## src/rtl/adder_rr_arbiter_pkg.sv

```systemverilog
// Shared encodings for the round-robin adder arbiter: response FSM states and requester ids.
package adder_rr_arbiter_pkg;

   typedef enum logic {
      ST_EMPTY = 1'b0,
      ST_FULL  = 1'b1
   } state_t;

   localparam logic ID_P0 = 1'b0;
   localparam logic ID_P1 = 1'b1;

endpackage

```

## src/rtl/adder_rr_arbiter_if.sv

```systemverilog
// Two request ports and one response port of the shared adder, plus the overflow-event count.
interface adder_rr_arbiter_if #(
   parameter int WIDTH = 8,
   parameter int CNT_W = 8
);
   logic             req0_valid;
   logic             req0_ready;
   logic [WIDTH-1:0] req0_a;
   logic [WIDTH-1:0] req0_b;
   logic             req1_valid;
   logic             req1_ready;
   logic [WIDTH-1:0] req1_a;
   logic [WIDTH-1:0] req1_b;
   logic             rsp_valid;
   logic             rsp_ready;
   logic [WIDTH-1:0] rsp_sum;
   logic             rsp_ovf;
   logic             rsp_id;
   logic [CNT_W-1:0] ovf_count;

   modport slave (
      input  req0_valid, req0_a, req0_b,
      input  req1_valid, req1_a, req1_b,
      input  rsp_ready,
      output req0_ready, req1_ready,
      output rsp_valid, rsp_sum, rsp_ovf, rsp_id, ovf_count
   );

   modport master (
      output req0_valid, req0_a, req0_b,
      output req1_valid, req1_a, req1_b,
      output rsp_ready,
      input  req0_ready, req1_ready,
      input  rsp_valid, rsp_sum, rsp_ovf, rsp_id, ovf_count
   );
endinterface

```

## src/rtl/adder_rr_arbiter_signed_add_ovf.sv

```systemverilog
// Combinational two's-complement adder; sum wraps, ovf flags a sign-inconsistent result.
module signed_add_ovf #(
   parameter int WIDTH = 8
) (
   input  logic signed [WIDTH-1:0] i_a,
   input  logic signed [WIDTH-1:0] i_b,
   output logic signed [WIDTH-1:0] o_sum,
   output logic                    o_ovf
);

   assign o_sum = i_a + i_b;
   // Overflow only possible when both operands share a sign and the result flips it.
   assign o_ovf = (i_a[WIDTH-1] == i_b[WIDTH-1]) && (o_sum[WIDTH-1] != i_a[WIDTH-1]);

endmodule

```

## src/rtl/adder_rr_arbiter.sv

```systemverilog
// One signed adder shared by two requesters via round-robin grant; single-entry registered response.
module adder_rr_arbiter
   import adder_rr_arbiter_pkg::*;
#(
   parameter int WIDTH = 8,
   parameter int CNT_W = 8
) (
   input  logic              clk,
   input  logic              rst,
   adder_rr_arbiter_if.slave bus
);

   state_t                  r_state;
   state_t                  w_state_nxt;
   logic                    r_rr;
   logic signed [WIDTH-1:0] r_sum;
   logic                    r_ovf;
   logic                    r_id;
   logic [CNT_W-1:0]        r_cnt;

   logic                    w_grant;
   logic                    w_can_accept;
   logic                    w_accept;
   logic signed [WIDTH-1:0] w_a;
   logic signed [WIDTH-1:0] w_b;
   logic signed [WIDTH-1:0] w_sum;
   logic                    w_ovf;

   function automatic logic [CNT_W-1:0] sat_inc(input logic [CNT_W-1:0] v);
      return (&v) ? v : v + 1'b1;
   endfunction

   // A lone requester always wins; contention is settled by the rr pointer.
   always_comb begin
      w_grant = ID_P0;
      if (bus.req0_valid && bus.req1_valid) begin
         w_grant = r_rr;
      end else if (bus.req1_valid) begin
         w_grant = ID_P1;
      end
   end

   assign w_can_accept   = (r_state == ST_EMPTY) || bus.rsp_ready;
   assign w_accept       = w_can_accept && (bus.req0_valid || bus.req1_valid);
   assign bus.req0_ready = w_accept && (w_grant == ID_P0);
   assign bus.req1_ready = w_accept && (w_grant == ID_P1);

   assign w_a = (w_grant == ID_P1) ? $signed(bus.req1_a) : $signed(bus.req0_a);
   assign w_b = (w_grant == ID_P1) ? $signed(bus.req1_b) : $signed(bus.req0_b);

   signed_add_ovf #(
      .WIDTH (WIDTH)
   ) u_add (
      .i_a   (w_a),
      .i_b   (w_b),
      .o_sum (w_sum),
      .o_ovf (w_ovf)
   );

   always_comb begin
      w_state_nxt = r_state;
      case (r_state)
         ST_EMPTY: if (w_accept) w_state_nxt = ST_FULL;
         ST_FULL:  if (bus.rsp_ready && !w_accept) w_state_nxt = ST_EMPTY;
         default:  w_state_nxt = ST_EMPTY;
      endcase
   end

   always_ff @(posedge clk) begin
      if (rst) begin
         r_state <= ST_EMPTY;
         r_rr    <= ID_P0;
         r_sum   <= '0;
         r_ovf   <= 1'b0;
         r_id    <= ID_P0;
         r_cnt   <= '0;
      end else begin
         r_state <= w_state_nxt;
         if (w_accept) begin
            r_sum <= w_sum;
            r_ovf <= w_ovf;
            r_id  <= w_grant;
            r_rr  <= ~w_grant;
            if (w_ovf) r_cnt <= sat_inc(r_cnt);
         end
      end
   end

   assign bus.rsp_valid = (r_state == ST_FULL);
   assign bus.rsp_sum   = r_sum;
   assign bus.rsp_ovf   = r_ovf;
   assign bus.rsp_id    = r_id;
   assign bus.ovf_count = r_cnt;

endmodule

```

## src/flat_wrapper.sv

```systemverilog
// flat-port wrapper written by rule: the top's interface ports become plain ports
module adder_rr_arbiter_flat import adder_rr_arbiter_pkg::*;
#(
   parameter int WIDTH = 8,
   parameter int CNT_W = 8
)
  (clk, rst, bus_req0_valid, bus_req0_a, bus_req0_b, bus_req1_valid, bus_req1_a, bus_req1_b, bus_rsp_ready, bus_req0_ready, bus_req1_ready, bus_rsp_valid, bus_rsp_sum, bus_rsp_ovf, bus_rsp_id, bus_ovf_count);
  adder_rr_arbiter_if #(.WIDTH(WIDTH), .CNT_W(CNT_W)) bus_i ();
  input  logic clk;
  input  logic rst;
  input wire logic [$bits(bus_i.req0_valid)-1:0] bus_req0_valid;
  input wire logic [$bits(bus_i.req0_a)-1:0] bus_req0_a;
  input wire logic [$bits(bus_i.req0_b)-1:0] bus_req0_b;
  input wire logic [$bits(bus_i.req1_valid)-1:0] bus_req1_valid;
  input wire logic [$bits(bus_i.req1_a)-1:0] bus_req1_a;
  input wire logic [$bits(bus_i.req1_b)-1:0] bus_req1_b;
  input wire logic [$bits(bus_i.rsp_ready)-1:0] bus_rsp_ready;
  output wire logic [$bits(bus_i.req0_ready)-1:0] bus_req0_ready;
  output wire logic [$bits(bus_i.req1_ready)-1:0] bus_req1_ready;
  output wire logic [$bits(bus_i.rsp_valid)-1:0] bus_rsp_valid;
  output wire logic [$bits(bus_i.rsp_sum)-1:0] bus_rsp_sum;
  output wire logic [$bits(bus_i.rsp_ovf)-1:0] bus_rsp_ovf;
  output wire logic [$bits(bus_i.rsp_id)-1:0] bus_rsp_id;
  output wire logic [$bits(bus_i.ovf_count)-1:0] bus_ovf_count;
  assign bus_i.req0_valid = bus_req0_valid;
  assign bus_i.req0_a = bus_req0_a;
  assign bus_i.req0_b = bus_req0_b;
  assign bus_i.req1_valid = bus_req1_valid;
  assign bus_i.req1_a = bus_req1_a;
  assign bus_i.req1_b = bus_req1_b;
  assign bus_i.rsp_ready = bus_rsp_ready;
  assign bus_req0_ready = bus_i.req0_ready;
  assign bus_req1_ready = bus_i.req1_ready;
  assign bus_rsp_valid = bus_i.rsp_valid;
  assign bus_rsp_sum = bus_i.rsp_sum;
  assign bus_rsp_ovf = bus_i.rsp_ovf;
  assign bus_rsp_id = bus_i.rsp_id;
  assign bus_ovf_count = bus_i.ovf_count;
  adder_rr_arbiter #(.WIDTH(WIDTH), .CNT_W(CNT_W)) u_core (.clk(clk), .rst(rst), .bus(bus_i));
endmodule
```

## config.mk

```make
export PLATFORM = sky130hd
export DESIGN_NAME = adder_rr_arbiter_flat
export DESIGN_NICKNAME = d
export VERILOG_FILES = /design/src/rtl/adder_rr_arbiter_pkg.sv /design/src/rtl/adder_rr_arbiter_if.sv /design/src/rtl/adder_rr_arbiter_signed_add_ovf.sv /design/src/rtl/adder_rr_arbiter.sv /design/src/flat_wrapper.sv
export SDC_FILE = /design/constraint.sdc
export NUM_CORES = 1
export LEC_CHECK = 0
export ABC_AREA = 1
export CORE_MARGIN = 10
export CORE_UTILIZATION = 41
export CTS_BUF_LIST = sky130_fd_sc_hd__clkbuf_8
export CTS_CLUSTER_SIZE = 10
export DETAILED_ROUTE_END_ITERATION = 8
export PLACE_DENSITY = 0.78
export SYNTH_ARGS = -nofsm -noshare
export SYNTH_HDL_FRONTEND = slang
export SYNTH_HIERARCHICAL = 1
export SYNTH_SLANG_ARGS = --single-unit
export TNS_END_PERCENT = 1
```

## constraint.sdc

```tcl
create_clock -name clk -period 2.2 [get_ports clk]
set_input_delay 0.22 -clock clk [delete_from_list [all_inputs] [get_ports clk]]
set_output_delay 0.22 -clock clk [all_outputs]
set_load 0.01 [all_outputs]
```

# Word level (Yosys, flattened, before mapping)
# Cells that the tools add are included.
# totals
register_bits	20
input_bits	37
wordCells	31
# classes
add_sub_neg	2
n_eq_ne	2
muxes	7
bitwise	3
reduce_logical	11
# op_table
cell	count
$mux 8	2
$add 8x1->8 const B	1
$add 8x8->8	1
$reduce_and 8->1	1
$logic_and 1x1->1	6
$mux 1	4
$not 1->1	3
$reduce_and 3->1	1
$logic_or 1x1->1	2
$pmux 1 s2	1
$eq 1x1->1	1
$logic_not 1->1	1
$ne 1x1->1	1

# Logic depth before layout (Yosys ltp)
# Gate-level depths: netlist of the first run.
# logic_depth
depth_word	7
ltp_mapped	19
mapped_depth_nobuf	18

# Hierarchy
# The synthesis of the first run kept the hierarchy.
# modules_own_cells
module	instances	cells_each	area_each_um2
adder_rr_arbiter	1	185	1182.4
signed_add_ovf	1	60	355.3

# Least setup slack after synthesis of the first run
# Ideal clock, no wire load.
# synth_timing
path_kind	flip-flop to flip-flop
from	reg u_core.r_rr
to	reg u_core.r_cnt[0], in the netlist u_core/bus.ovf_count[0]
setup_time_ps	113
arrival_ps	2187
t_required_ps	2087
setup_slack_ps	-101
stages_incl_launch_ff	17
path_buffers	1
path_cell_list	dfxtp_1 > o21ai_4 > inv_2 > buf_2 > nand2_1 > nand2_1 > ha_1 > nand2_2 > inv_1 > a21oi_2 > nand3_1 > nand2_1 > inv_1 > nor2_8 > nand2_4 > o21ai_1 > nor2_1
# synth_via
elab_chain_len	6
elab_cells_between_ends	8
# synth_rtl
item	line	text
start, declared	adder_rr_arbiter.sv:15	logic r_rr;
start signal, assigned	adder_rr_arbiter.sv:83	r_rr <= ~w_grant;
$mux 1	adder_rr_arbiter.sv:36	if (bus.req0_valid && bus.req1_valid) begin
$mux 8	adder_rr_arbiter.sv:48	assign w_a = (w_grant == ID_P1) ? $signed(bus.req1_a) : $signed(bus.req0_a);
net u_core.w_a[5]	adder_rr_arbiter.sv:24	logic signed [WIDTH-1:0] w_a;
$add 8x8->8	adder_rr_arbiter_signed_add_ovf.sv:11	assign o_sum = i_a + i_b;
$ne 1x1->1	adder_rr_arbiter_signed_add_ovf.sv:13	assign o_ovf = (i_a[WIDTH-1] == i_b[WIDTH-1]) && (o_sum[WIDTH-1] != i_a[WIDTH-1]);
$logic_and 1x1->1	adder_rr_arbiter_signed_add_ovf.sv:13	
net u_core.w_ovf	adder_rr_arbiter.sv:27	logic w_ovf;
$reduce_and 3->1 (no source line)	-	
end signal, assigned	adder_rr_arbiter.sv:84	if (w_ovf) r_cnt <= sat_inc(r_cnt);
end, declared	adder_rr_arbiter.sv:19	logic [CNT_W-1:0] r_cnt;
# The timed path passes the listed nets, and every way through them passes these cells.
# A chain may end at the register's enable or synchronous reset.

# Final worst setup path of the first run
# Ends and elaborated chain as after synthesis.

==> flow_metrics.env, run 1 <==
export IMPL_clkLatencyLatePin_ps=250
export IMPL_rr_endpoint="u_core/bus.ovf_count[0]$_SDFFE_PP0P_"
export IMPL_skew_ps=4.247
export IMPL_dp_hpwl_microns=3435
export IMPL_overflow=0
export IMPL_start_util_pct=42.32
export IMPL_layout_area_seq_sq_um=401.6
export IMPL_syn_nets=291
export IMPL_cts_sinks=20
export IMPL_timing_final_ws_setup_ps=-66.91
export IMPL_r2r_setup_slack_ps=-70
export IMPL_worst_r2r_path_depth=16
export IMPL_dieArea_sq_um=6600
export IMPL_fin_setup_tns_ps=-377.6
export IMPL_utilization_pct=67.22
export IMPL_holdPathEnd="u_core/bus.rsp_valid$_SDFF_PP0_"
export IMPL_yosys_top_cells_area="dfxtp_1 (26%), nand2_1 (23%), nor2_1 (7.8%), ha_1 (6.5%), inv_1 (5.4%)"
export IMPL_antenna_found_initial=0
export IMPL_slew_violations=0
export IMPL_grt_total_usage_pct=12.73
export IMPL_worstPathMaxFanout=7
export IMPL_vias_per_cell=4.432
export IMPL_yosysWarningCount=6
export IMPL_relSlewSlack_pct=74.76
export IMPL_layout_min_cycle_time_ps=2267
export IMPL_hold_depth=3
export IMPL_fp_dieW_microns=81.24
export IMPL_place_area_sq_um=2298
export IMPL_synth_seq_cells=20
export IMPL_cts_buffers=3
export IMPL_multi_input_area_sq_um=1076
export IMPL_clk_pin_slew_worst_paths_ps=70
export IMPL_rsz0062_at_grt="yes"
export IMPL_muxShareOfSynthArea_pct=0
export IMPL_yosysTopAreaCell="dfxtp_1"
export IMPL_grt_pass1_wl_microns=6906
export IMPL_holdCritPathClass="primary input to flip-flop"
export IMPL_cp_end_kind="flip-flop"
export IMPL_hold_violations=0
export IMPL_hp_start="bus_req1_valid"
export IMPL_r2r_start="u_core/r_rr$_SDFFE_PP0N_"
export IMPL_final_nets=373
export IMPL_seq_area_frac_synth_pct=26.04
export IMPL_power_density_nw_per_um2=488.0
export IMPL_p_leak_nw=1.155
export IMPL_synth_compound_area_share_pct=8.869
export IMPL_criticalPathCategory="flip-flop to flip-flop"
export IMPL_cp_data_required_time_ps=2350
export IMPL_place_gp_congestion=0.8354
export IMPL_status="finished with violations"
export IMPL_postSynthAreaPerCell_sq_um=6.276
export IMPL_cts_tree="built"
export IMPL_synth_fa_ha_area_share_pct=7.811
export IMPL_clock_fmax_mhz=441.1
export IMPL_row_count=22
export IMPL_fin_area_sq_um=2442
export IMPL_grt_pass1_vias=1611
export IMPL_violations="setup timing"
export IMPL_clockBufferDepth=2
export IMPL_synth_top_area_share_pct=26.04
export IMPL_ir_worst_vdd_v=0.0002535
export IMPL_drt_iter0_markers=59
export IMPL_worstSetupStartpointType="flip-flop"
export IMPL_synth_cell_types=29
export IMPL_synthSimpleGateAreaFrac_pct=45.65
export IMPL_synth_edff_count=0
export IMPL_syn2layout_area_growth_pct=58.83
export IMPL_drive_above_1_share_pct=20.62
export IMPL_wl_per_cell_microns=11.19
export IMPL_fillers=312
export IMPL_synth_cell_area_sq_um=1538
export IMPL_cap_violations=0
export IMPL_setup_viol=9
export IMPL_core_sq_um=3633
export IMPL_first_pass_iters=4
export IMPL_cp_arrival_ps=2410
export IMPL_ys_top_cells_by_count="nand2_1 (96), nor2_1 (32), inv_1 (22), dfxtp_1 (20), nand3_1 (9)"
export IMPL_wl_microns=4175
export IMPL_ios=58
export IMPL_grt_max_degree=15
export IMPL_ys_async_sr_fraction_pct=0
export IMPL_power_w=0.001192
export IMPL_io_buffers=57
export IMPL_cts_htree_levels=1
export IMPL_synth_top_family_by_area="simple AND/OR/NAND/NOR gates"
export IMPL_synth_xor_area_share_pct=3.417
export IMPL_drc=0
export IMPL_ant_nets=0
export IMPL_die_h_microns=81.24
export IMPL_tightest_slew_ps=378.2
export IMPL_yosysMostFrequentCell="nand2_1"
export IMPL_diodes=0
export IMPL_fin_crit_sh_pct=103.0
export IMPL_synth_main_ff_cell="dfxtp_1"
export IMPL_cts_root_buffer_cell="clkbuf_8"
export IMPL_syn_inst=245
export IMPL_vias=1653
[layout make-up]
type                            instances  area share [%]
Timing Repair inverter                  1          0.3074
Tap cell                               48           2.459
Inverter                               27           4.252
Clock buffer                            3           1.691
Timing Repair Buffer                   81           30.79
Sequential cell                        20           16.44
Multi-Input combinational cell        193           44.06
[worst max-delay path, stage by stage, from the launching register on]
cell        delay [ps]
dfxtp_2            330
o21ai_4            230
clkinvlp_4         220
nand2_1             90
nand2_1             80
ha_4               280
nand2_2             60
nor2_2              90
nand3_2             90
nand2_2             70
nand2_1             50
nand2_2            110
inv_2               70
nor2_8             120
nand2_4             90
o21ai_2            130
nor2_1              40
[repair_timing]
action                     4_1_cts  5_1_grt
pin swaps                       13        7
gates resized for setup         11        9
cloned                           1        0
setup endpoints to repair       10       15
buffers inserted                 2        3
hold endpoints to repair         0        0
hold buffers                     0        0
[worst max-delay path by stage]
stage,from,end,slack [ps],cells past startpoint
floorplan,u_core/r_rr$_SDFFE_PP0N_,u_core/bus.ovf_count[0]$_SDFFE_PP0P_,10,15
global placement,bus_req0_valid,u_core/bus.ovf_count[3]$_SDFFE_PP0P_,-470,15
detailed placement,bus_req0_valid,u_core/bus.ovf_count[3]$_SDFFE_PP0P_,-510,16
CTS,u_core/r_rr$_SDFFE_PP0N_,u_core/bus.ovf_count[0]$_SDFFE_PP0P_,-160,16
global route,u_core/r_rr$_SDFFE_PP0N_,u_core/bus.ovf_count[0]$_SDFFE_PP0P_,-230,15
finish,u_core/r_rr$_SDFFE_PP0N_,u_core/bus.ovf_count[0]$_SDFFE_PP0P_,-70,16
[layer usage]
| layer | up-vias | wire, microns | global-route usage (%) |
|---|---|---|---|
| met4 | 0 | 17 | 3.114 |
| met3 | 2 | 358 | 4.857 |
| met2 | 43 | 1935 | 22.37 |
| met1 | 688 | 1863 | 14.13 |
| li1 | 920 | - | - |
| met5 | - | 0 | 0 |
[placed cells by master (no fill, tap or decap), types with 2 or more instances in the layout]
master           synthesis  final
nand3_2                  4      3
a21oi_1                  4      4
nor2_1                  32     32
clkdlybuf4s50_1          0     55
nand3b_1                 2      2
o21ai_1                  2      2
dfxtp_1                 20     19
xnor2_1                  3      3
dlygate4sd2_1            0      2
nor2_4                   1      2
nand2_1                 96     90
nand2_4                  3      3
a21oi_2                  5      5
nand2_2                  4     10
inv_2                    3      3
xor2_1                   3      3
nand3_1                  9      9
o21ai_0                  8      6
clkbuf_8                 0      3
buf_4                    0     23
ha_1                     8      5
inv_1                   22     21
clkinv_1                 2      2
ha_4                     0      2
o21ai_2                  0      2
[logic make-up after synthesis]
family | Yosys count
AO/OA/AOI/OAI | 21
XOR/XNOR | 6
adder cells (fa/ha/maj) | 9
buffers and inverters | 32
flip-flops | 20
AND/OR/NAND/NOR | 157
[metrics by stage]
step | hold WS (ps) | setup slack, ps | cells
finish | 433.9 | -66.91 | 373
global route | 437.3 | -232.7 | 373
CTS | 431.3 | -155.3 | 370
detailed placement | 463.4 | -509.2 | 364
global placement | 453.0 | -469.1 | 364
floorplan | 382.9 | 9.992 | 245
[flip-flops by register name, indices dropped and copies added, names as in the netlist]
signal / flops
u_core/r_rr: 1
u_core/bus.rsp_id: 1
u_core/bus.ovf_count: 8
u_core/bus.rsp_valid: 1
u_core/bus.rsp_sum: 8
u_core/bus.rsp_ovf: 1
[report_power, final]
part / total [W] / leakage [nW] / switching, W / internal [W]
sequential: 0.000416 / 0.165 / 0.0000215 / 0.000395
clock: 0.000231 / 0.0216 / 0.000110 / 0.000122
combinational: 0.000544 / 0.968 / 0.000255 / 0.000289
Note: power is estimated with default switching activity, not from simulation.
==> inputs of run 2 (changes only) <==
--- a/config.mk
+++ b/config.mk
@@ -11,2 +11,3 @@
 export CTS_BUF_LIST = sky130_fd_sc_hd__clkbuf_8
+export CTS_CLUSTER_DIAMETER = 80
 export CTS_CLUSTER_SIZE = 10
--- a/constraint.sdc
+++ b/constraint.sdc
@@ -3,2 +3,2 @@
 set_output_delay 0.22 -clock clk [all_outputs]
-set_load 0.01 [all_outputs]
+set_load 0.02 [all_outputs]
==> results of run 2 <==
The final DEF is identical to that of run 1. Status: finished with violations: setup timing.
Main changes from that run: total power 0.001192 W -> 0.001217 W; worst IR drop on VDD 0.0002535 V -> 0.0002539 V
